**config.mk**
```make
export PLATFORM = sky130hd
export DESIGN_NAME = fft_result_writer
export DESIGN_NICKNAME = d
export VERILOG_FILES = /design/src/rtl/fft_pkg.sv /design/src/rtl/result_fifo.sv /design/src/rtl/fft_result_writer.sv
export SDC_FILE = /design/constraint.sdc
export NUM_CORES = 1
export LEC_CHECK = 0
export BUFFER_PORTS_ARGS = -buffer_cell sky130_fd_sc_hd__buf_2
export CORE_MARGIN = 4
export CORE_UTILIZATION = 55
export DETAILED_ROUTE_END_ITERATION = 8
export PLACE_DENSITY = 0.73
export SETUP_SLACK_MARGIN = 0.1
export SYNTH_ARGS = -nofsm -noshare
export SYNTH_HDL_FRONTEND = slang
export SYNTH_HIERARCHICAL = 1
export SYNTH_SLANG_ARGS = --single-unit
```
**constraint.sdc**
```tcl
create_clock -name clk -period 4.15 [get_ports clk]
set_input_delay 0.83 -clock clk [delete_from_list [all_inputs] [get_ports clk]]
set_output_delay 0.83 -clock clk [all_outputs]
set_load 0.05 [all_outputs]
```
**src/rtl/fft_pkg.sv**
```systemverilog
// Shared types, widths and the saturation helper for the FFT result write-back stage.
package fft_pkg;

    localparam int unsigned ACC_W  = 18;
    localparam int unsigned OUT_W  = 16;
    localparam int unsigned SAMP_W = 12;

    typedef enum logic [1:0] {StIdle, StRun, StDone} wr_state_t;

    // A value fits in OUT_W bits only when its top ACC_W-OUT_W+1 bits all match the sign.
    function automatic logic [OUT_W-1:0] sat18to16(input logic [ACC_W-1:0] x);
        logic [ACC_W-OUT_W:0] top;
        top = x[ACC_W-1:OUT_W-1];
        if (top == '0 || top == '1) begin
            return x[OUT_W-1:0];
        end else if (x[ACC_W-1]) begin
            return {1'b1, {(OUT_W-1){1'b0}}};
        end else begin
            return {1'b0, {(OUT_W-1){1'b1}}};
        end
    endfunction

endpackage

```
**src/rtl/result_fifo.sv**
```systemverilog
// Show-ahead synchronous FIFO: rdata always presents the head entry while not empty.
module result_fifo #(
    parameter int unsigned WIDTH = 32,
    parameter int unsigned DEPTH = 8
) (
    input  logic             clk,
    input  logic             rst,
    input  logic             push,
    input  logic [WIDTH-1:0] wdata,
    input  logic             pop,
    output logic [WIDTH-1:0] rdata,
    output logic             full,
    output logic             empty
);

    localparam int unsigned AW = $clog2(DEPTH);

    logic [WIDTH-1:0] mem [DEPTH];
    logic [AW-1:0]    wr_ptr_q, rd_ptr_q;
    logic [AW:0]      count_q;
    logic             wr_en, rd_en;

    assign full  = (count_q == (AW+1)'(DEPTH));
    assign empty = (count_q == '0);
    assign wr_en = push & ~full;
    assign rd_en = pop & ~empty;
    assign rdata = mem[rd_ptr_q];

    always_ff @(posedge clk or posedge rst) begin
        if (rst) begin
            wr_ptr_q <= '0;
            rd_ptr_q <= '0;
            count_q  <= '0;
        end else begin
            if (wr_en) wr_ptr_q <= wr_ptr_q + AW'(1);
            if (rd_en) rd_ptr_q <= rd_ptr_q + AW'(1);
            unique case ({wr_en, rd_en})
                2'b10:   count_q <= count_q + (AW+1)'(1);
                2'b01:   count_q <= count_q - (AW+1)'(1);
                default: count_q <= count_q;
            endcase
        end
    end

    always_ff @(posedge clk) begin
        if (wr_en) mem[wr_ptr_q] <= wdata;
    end

endmodule

```
**src/rtl/fft_result_writer.sv**
```systemverilog
// Saturates FFT accumulator results to 16-bit components, buffers them and streams them
// onto the AXI write channel in bursts of up to 2^N beats.
module fft_result_writer
    import fft_pkg::*;
#(
    parameter int unsigned N     = 4,
    parameter int unsigned DEPTH = 8
) (
    input  logic              clk,
    input  logic              rst,
    input  logic              start,
    input  logic [SAMP_W-1:0] samp_number,
    input  logic [35:0]       in_data,
    input  logic              in_valid,
    output logic              in_ready,
    output logic [32:0]       AWDATA,
    output logic              AWVALID,
    input  logic              AWREADY,
    output logic [N:0]        AWBURST,
    output logic              busy,
    output logic              done
);

    localparam logic [SAMP_W-1:0] MAX_BURST = SAMP_W'(1 << N);

    function automatic logic [N:0] clip_burst(input logic [SAMP_W-1:0] left);
        if (left >= MAX_BURST) begin
            return (N+1)'(MAX_BURST);
        end else begin
            return (N+1)'(left);
        end
    endfunction

    wr_state_t         state_q, state_d;
    logic [SAMP_W-1:0] in_left_q, in_left_d;
    logic [SAMP_W-1:0] out_left_q, out_left_d;
    logic [N:0]        burst_len_q, burst_len_d;
    logic [N:0]        beat_cnt_q, beat_cnt_d;

    logic        fifo_full, fifo_empty;
    logic [31:0] fifo_wdata, fifo_rdata;
    logic        push, pop, last_beat;

    assign fifo_wdata = {sat18to16(in_data[2*ACC_W-1:ACC_W]), sat18to16(in_data[ACC_W-1:0])};

    assign in_ready  = (state_q == StRun) & ~fifo_full & (in_left_q != '0);
    assign AWVALID   = (state_q == StRun) & ~fifo_empty;
    assign push      = in_valid & in_ready;
    assign pop       = AWVALID & AWREADY;
    assign last_beat = (beat_cnt_q == burst_len_q);
    assign AWDATA    = AWVALID ? {last_beat, fifo_rdata} : '0;
    assign AWBURST   = burst_len_q;
    assign busy      = (state_q != StIdle);
    assign done      = (state_q == StDone);

    result_fifo #(
        .WIDTH (32),
        .DEPTH (DEPTH)
    ) u_fifo (
        .clk   (clk),
        .rst   (rst),
        .push  (push),
        .wdata (fifo_wdata),
        .pop   (pop),
        .rdata (fifo_rdata),
        .full  (fifo_full),
        .empty (fifo_empty)
    );

    // burst_len is loaded ahead of each burst so AWBURST is already valid when AWVALID rises.
    always_comb begin
        state_d     = state_q;
        in_left_d   = in_left_q;
        out_left_d  = out_left_q;
        burst_len_d = burst_len_q;
        beat_cnt_d  = beat_cnt_q;
        unique case (state_q)
            StIdle: begin
                if (start) begin
                    in_left_d   = samp_number;
                    out_left_d  = samp_number;
                    burst_len_d = clip_burst(samp_number);
                    beat_cnt_d  = (N+1)'(1);
                    state_d     = (samp_number == '0) ? StDone : StRun;
                end
            end
            StRun: begin
                if (push) in_left_d = in_left_q - SAMP_W'(1);
                if (pop) begin
                    out_left_d = out_left_q - SAMP_W'(1);
                    if (last_beat) begin
                        beat_cnt_d  = (N+1)'(1);
                        burst_len_d = clip_burst(out_left_q - SAMP_W'(1));
                    end else begin
                        beat_cnt_d = beat_cnt_q + (N+1)'(1);
                    end
                    if (out_left_q == SAMP_W'(1)) state_d = StDone;
                end
            end
            StDone:  state_d = StIdle;
            default: state_d = StIdle;
        endcase
    end

    always_ff @(posedge clk or posedge rst) begin
        if (rst) begin
            state_q     <= StIdle;
            in_left_q   <= '0;
            out_left_q  <= '0;
            burst_len_q <= '0;
            beat_cnt_q  <= '0;
        end else begin
            state_q     <= state_d;
            in_left_q   <= in_left_d;
            out_left_q  <= out_left_d;
            burst_len_q <= burst_len_d;
            beat_cnt_q  <= beat_cnt_d;
        end
    end

endmodule

```
==> results.cfg, run 1 <==
[cells_and_area]
synthToLayoutAreaGrowth_pct = 13.2
stdcell_area_um2 = 15500
commonest_cells_after_routing_fill_and_taps_aside = 256 x edfxtp_1, 121 x nor2_1, 94 x buf_2
area_taken_by_multi_input_logic_gates_um2 = 4460
ff_latch_area_um2 = 8840
fin_nets = 1077
filler_cell_count = 1764
final_layout_size_suffix_gt1_share_pct = 24.7
insertedDiodeCount = 0
layout.cells.most_common = edfxtp_1

[run_status]
status = finished clean

[worst_setup_path]
setup.reg_to_reg.worst_slack_ns = 0.86
max_stage_delay_ns = 0.67
worstReg2RegEnd = u_fifo/count_q[3]$_DFFE_PP0P_
endpoint_kind = output pin
required_ns = 3.32
critical-path-slowest-cell = dfrtp_4
cp_cell_sequence = buf_4 > mux4_1 > mux2_2 > and2_1 > buf_2
worst_setup_path_start_kind = register
r2r_start = u_fifo/count_q[0]$_DFFE_PP0P_
critical_path_peak_fanout = 19
crit_type = reg2out
crit_arrival_ns = 2.77
r2r_cells = 10

[floorplan]
die-height_um = 166
die_outline_area_um2 = 27400
initial_core_util_pct = 56.0
placement_rows = 57
io-pin-count = 95
die_x_um = 166
placeableCoreArea_um2 = 24400

[clocking]
clock_sink_count = 302
clock_tree.htree_level_count = 1
cts_resized = 0
postCtsHoldBufs = 0
worst_skew_late_latency_ns = 0.56
cts.clk_slew.worst_paths_ns = 0.06
cts_inserted_buffers = 31
postCtsSetupBuffers = 0
tritoncts_clock_tree = yes
cts-root-buf = clkbuf_16
max-clock-path-buffers = 3

[grt]
grt_pass1_vias = 7871
maximum_number_of_pins_on_one_net_before_global_route_repair = 45
antenna_found_initial = 0
overflow = 0
global_route_wire_length_before_repair_mm = 45.3
grt_use_total_pct = 20.8

[routing]
routedWlPerCell_um = 21.2
drcViolationCount = 0
drt-total-wl_mm = 28.8
drt_pass1_iterations = 4
vias_per_cell = 5.90
drt_iter0_markers = 646
vias = 8036
ant_nets = 0

[logic_synthesis]
ys_types = 71
synth.yosys.seq_area_share_pct = 64.7
synth_nets = 987
synth_ff_type = edfxtp_1
synth_warnings = 6
post_synth_design_cell_area_um2 = 13700
postSynth.asyncResetShare_pct = 15.2
synth_seq_cells = 302
synthesis.instances = 924
synthesis.area_per_instance_um2 = 14.8
synth_edf_count = 256

[placed_design]
routabilityCongestion = 0.826
dpl-instance-area_um2 = 14500
detailedPlacementHpwl_mm = 17.4
port_buffers = 94

[pwr]
power.share.switching_pct = 38.4
pwr-share-comb_pct = 39.8
p_clk_share_pct = 22.8
leakagePower_uw = 0.00553
power.switching_uw = 4540
seq_power_share_pct = 37.4
power.density_nw_per_um2 = 764
power_report.internal_total_uw = 7290
power.ir.vdd_worst_v = 0.000827

[sta]
timing.final.crit_share_pct = 86.6
fmax_mhz = 278
timing.final.crit_period_ns = 3.60
timing_worst_slew_pin_value_ns = 1.28
slew_headroom_pct = 14.6
grt_setup_unrepaired = false
final-setup-viol-count = 0
finClkSkew_ns = 0.0207
hold_viol_final = 0
setup-tns-final_ns = 0
drv_slew = 0

[flow_run]
cap_viol_max_count = 0

[min_path]
timing.hold.worst.class = in2async
==> worst max-delay path by stage <==
stage | start | end | slack (ns) | cells after the start
floorplan | state_q[1]$_DFFE_PP0P_ | u_fifo/mem[1][0]$_DFFE_PP_ | 0.20 | 6
global placement | u_fifo/count_q[0]$_DFFE_PP0P_ | u_fifo/count_q[3]$_DFFE_PP0P_ | 0.96 | 10
detailed placement | u_fifo/count_q[0]$_DFFE_PP0P_ | u_fifo/count_q[3]$_DFFE_PP0P_ | 0.92 | 10
CTS | u_fifo/rd_ptr_q[0]$_DFFE_PP0P_ | AWDATA[8] | 0.51 | 5
global route | state_q[0]$_DFFE_PP0P_ | AWDATA[10] | 0.42 | 6
finish | u_fifo/rd_ptr_q[0]$_DFFE_PP0P_ | AWDATA[9] | 0.55 | 5
==> cells in the mapped netlist (2+ instances only) <==
cell	number	share of area (%)
a22oi_1	2	0.11
mux2_2	34	2.8
nand3b_1	2	0.11
a21oi_2	2	0.13
mux4_1	28	5.4
clkbuf_1	32	0.88
or4_1	2	0.11
o32ai_1	3	0.19
edfxtp_1	256	56
inv_1	17	0.47
and2_1	33	1.5
o22a_1	3	0.19
nand3_1	15	0.55
o22ai_1	4	0.18
buf_1	7	0.19
mux4_2	36	5.9
nor2b_1	4	0.18
buf_2	3	0.11
a311oi_1	2	0.13
ha_1	9	0.82
buf_6	4	0.33
o221ai_1	3	0.19
buf_12	4	0.59
nor3b_1	3	0.16
nand4_1	6	0.27
a31oi_1	6	0.27
dfrtp_1	46	8.4
xor2_1	8	0.51
nand2b_1	5	0.23
xnor2_1	10	0.64
nand2_1	68	1.9
a21oi_1	62	2.3
clkbuf_8	5	0.50
nor2_1	128	3.5
o21ai_0	21	0.77
nor3_1	10	0.37
o31ai_1	5	0.27
nor4_1	2	0.092
or4b_1	2	0.15
==> cell families after synthesis <==
| group | count (synthesis) | share of synthesized area (%) |
|---|---|---|
| fa+ha+maj | 10 | 0.970 |
| buf+inv | 74 | 3.15 |
| xor+xnor | 18 | 1.15 |
| simple gates | 288 | 9.79 |
| flops | 302 | 64.7 |
| compound gates | 132 | 6.01 |
| mux | 100 | 14.3 |
==> per-stage QoR <==
| stage | hold WS [ns] | power [µW] | std cells | worst slack, ns | util (%) |
|---|---|---|---|---|---|
| global placement | 0.497 | 9110 | 1305 | 0.963 | 59.4 |
| CTS | 0.269 | 11900 | 1361 | 0.505 | 63.4 |
| floorplan | 0.462 | 8100 | 924 | 0.203 | - |
| finish | 0.281 | 11800 | 1361 | 0.554 | 63.4 |
| detailed placement | 0.508 | 9200 | 1305 | 0.915 | 59.4 |
| global route | 0.311 | 12500 | 1361 | 0.422 | 63.4 |
==> metal layers <==
layer	global-route usage (%)	part of all wire [%]	up-vias
met5	0	0	-
met4	4.52	2.0	0
met3	3.05	4.6	39
met2	35.9	51	204
met1	28.4	42	4073
li1	-	-	3720
==> sequential cells by signal, indices dropped and copies added, names as in the netlist <==
register         count
beat_cnt_q           5
state_q              2
u_fifo/mem         256
AWBURST              5
u_fifo/rd_ptr_q      3
in_left_q           12
u_fifo/wr_ptr_q      3
u_fifo/count_q       4
out_left_q          12
==> layout make-up <==
class | count | share of cell area, %
clock inverters | 25 | 1.42
multi-input cells | 548 | 28.8
clock buffers | 31 | 5.01
repair buffers | 113 | 4.53
well taps | 324 | 2.62
flip-flops and latches | 302 | 57.1
inverters | 18 | 0.437
==> worst max-delay path, delay by kind of cell (launching register included) <==
family / cells / cell delay (ns)
AND/OR/NAND/NOR: 1 / 0.14
flip-flops: 1 / 0.67
buffers and inverters: 2 / 0.51
multiplexers: 2 / 0.89
==> power by group through the flow <==
stage,Clock [µW],Combinational (µW),Sequential (µW)
after floorplan,0,3790,4320
after global placement,0,4670,4440
after detailed placement,0,4730,4470
after CTS,2750,4760,4420
after global routing,2900,5060,4480
final,2690,4710,4420
No activity file was read; power rests on OpenSTA's default activity.
==> run 2, diff against run 1 <==
==> constraint.sdc (replaced) <==
create_clock -name clk -period 4.15 [get_ports clk]
set_input_delay 0.6225 -clock clk [delete_from_list [all_inputs] [get_ports clk]]
set_output_delay 0.6225 -clock clk [all_outputs]
set_load 0.05 [all_outputs]
==> results.cfg, run 2 (synthesis results as in run 1) <==
[clocking]
cts-root-buf = clkbuf_16
cts_inserted_buffers = 30
cts_resized = 0
max-clock-path-buffers = 3
postCtsHoldBufs = 0
clock_tree.htree_level_count = 1
clock_sink_count = 302
tritoncts_clock_tree = yes
postCtsSetupBuffers = 0
worst_skew_late_latency_ns = 0.57
cts.clk_slew.worst_paths_ns = 0.07

[cells_and_area]
largest-register = u_fifo/mem
layout.cells.most_common = edfxtp_1
final_core_util_pct = 63.5
synthToLayoutAreaGrowth_pct = 13.3
ff_latch_area_um2 = 8840
filler_cell_count = 1765
stdcell_area_um2 = 15500
insertedDiodeCount = 0
fin_nets = 1074
final_layout_size_suffix_gt1_share_pct = 23.8
reg_top3 = u_fifo/mem: 256 flops, in_left_q: 12 flops, out_left_q: 12 flops
area_taken_by_multi_input_logic_gates_um2 = 4460
commonest_cells_after_routing_fill_and_taps_aside = 256 x edfxtp_1, 121 x nor2_1, 94 x buf_2
number_of_flip_flops_under_the_largest_register_name = 256
finalNonFillerCells = 1359

[sta]
finClkSkew_ns = 0.0313
postLayoutSetupSlackWorst_ns = 0.620
fmax_mhz = 283
timing.final.crit_share_pct = 85.1
setup-tns-final_ns = 0
final-setup-viol-count = 0
grt_setup_unrepaired = false
timing_worst_slew_pin_value_ns = 1.13
slew_headroom_pct = 24.9
hold_viol_final = 0
drv_slew = 0
timing.final.crit_period_ns = 3.53

[floorplan]
placement_rows = 57
die_outline_area_um2 = 27400
placeableCoreArea_um2 = 24400
die-height_um = 166
die_x_um = 166
initial_core_util_pct = 56.0
io-pin-count = 95

[pwr]
power.ir.vdd_worst_v = 0.000652
power.density_nw_per_um2 = 773
leakagePower_uw = 0.00554

[routing]
ant_nets = 0
drt_pass1_iterations = 4
vias = 7961
drt_iter0_markers = 775
drcViolationCount = 0
routedWlPerCell_um = 20.6
drt-total-wl_mm = 28.1
vias_per_cell = 5.86

[placed_design]
routabilityCongestion = 0.818
port_buffers = 94
place.detailed.instances = 1303
detailedPlacementHpwl_mm = 16.5
dp_worst_setup_slack_ns = 1.07
dpl-instance-area_um2 = 14400

[worst_setup_path]
worst_setup_path_start_kind = register
r2r_cells = 9
worstSetupStartpoint = u_fifo/rd_ptr_q[0]$_DFFE_PP0P_
endpoint_kind = output pin
critical_path_peak_fanout = 31
worstReg2RegEnd = u_fifo/count_q[3]$_DFFE_PP0P_
r2r_start = in_left_q[4]$_DFFE_PP0P_
required_ns = 3.53
timing.critical_path.to = AWDATA[3]
crit_type = reg2out
crit_arrival_ns = 2.91
setup.reg_to_reg.worst_slack_ns = 1.03

[grt]
grt_pass1_vias = 8041
grt_use_total_pct = 20.4
antenna_found_initial = 0
overflow = 0
global_route_wire_length_before_repair_mm = 45.0
maximum_number_of_pins_on_one_net_before_global_route_repair = 43

[min_path]
timing.hold.worst.class = in2async

[flow_run]
cap_viol_max_count = 0

[run_status]
status = finished clean
-- run 2: cell count changes in the layout (fill, tap and decap cells not counted), moves of 3 or more --
cell / delta
bufinv_16: +4
clkinvlp_4: -3
clkbuf_1: +10
buf_12: -3
clkinv_2: -4
-- run 2: area by class of cell --
class	count	share of cell area [%]
clock buffer	40	5.09
sequential	302	57.1
clock inverter	16	1.77
inverter	18	0.436
timing repair buffer	111	4.18
multi-input combinational	548	28.8
tap	324	2.62
-- run 2: routing by layer --
| metal | routed length, µm | vias up | global-route usage, % |
|---|---|---|---|
| met5 | 0 | - | 0 |
| met4 | 561 | 0 | 4.56 |
| met3 | 1520 | 42 | 2.86 |
| met2 | 13700 | 243 | 33.6 |
| met1 | 12200 | 3969 | 29.4 |
| li1 | - | 3707 | - |
-- run 2: where the power goes --
group / internal (µW) / switching, µW
combinational: 1770 / 2890
sequential: 3950 / 493
clock: 1770 / 1100
total: 7490 / 4480
-- run 2: worst min path at each step --
stage,from,endpoint,slack [ns]
2_1_floorplan,rst,u_fifo/count_q[0]$_DFFE_PP0P_,0.46
5_1_grt,rst,u_fifo/rd_ptr_q[2]$_DFFE_PP0P_,0.06
3_5_place_dp,in_left_q[3]$_DFFE_PP0P_,in_left_q[3]$_DFFE_PP0P_,0.51
4_1_cts,rst,u_fifo/count_q[2]$_DFFE_PP0P_,0.06
3_3_place_gp,out_left_q[3]$_DFFE_PP0P_,out_left_q[3]$_DFFE_PP0P_,0.49
6_report,rst,u_fifo/count_q[2]$_DFFE_PP0P_,0.05
-- run 2: worst max-delay path, cell delays in order (launching register included) --
cell and delay [ns]:
dfrtp_4 0.81, buf_4 0.31, mux4_1 0.57, mux2_2 0.27, and2_1 0.16, buf_2 0.21
-- run 2: metrics by stage --
stage               hold WS [ns]  total power, µW
floorplan                  0.462             8100
global placement           0.493             9100
detailed placement         0.506             9170
CTS                       0.0645            12100
global route              0.0635            12600
finish                    0.0487            12000
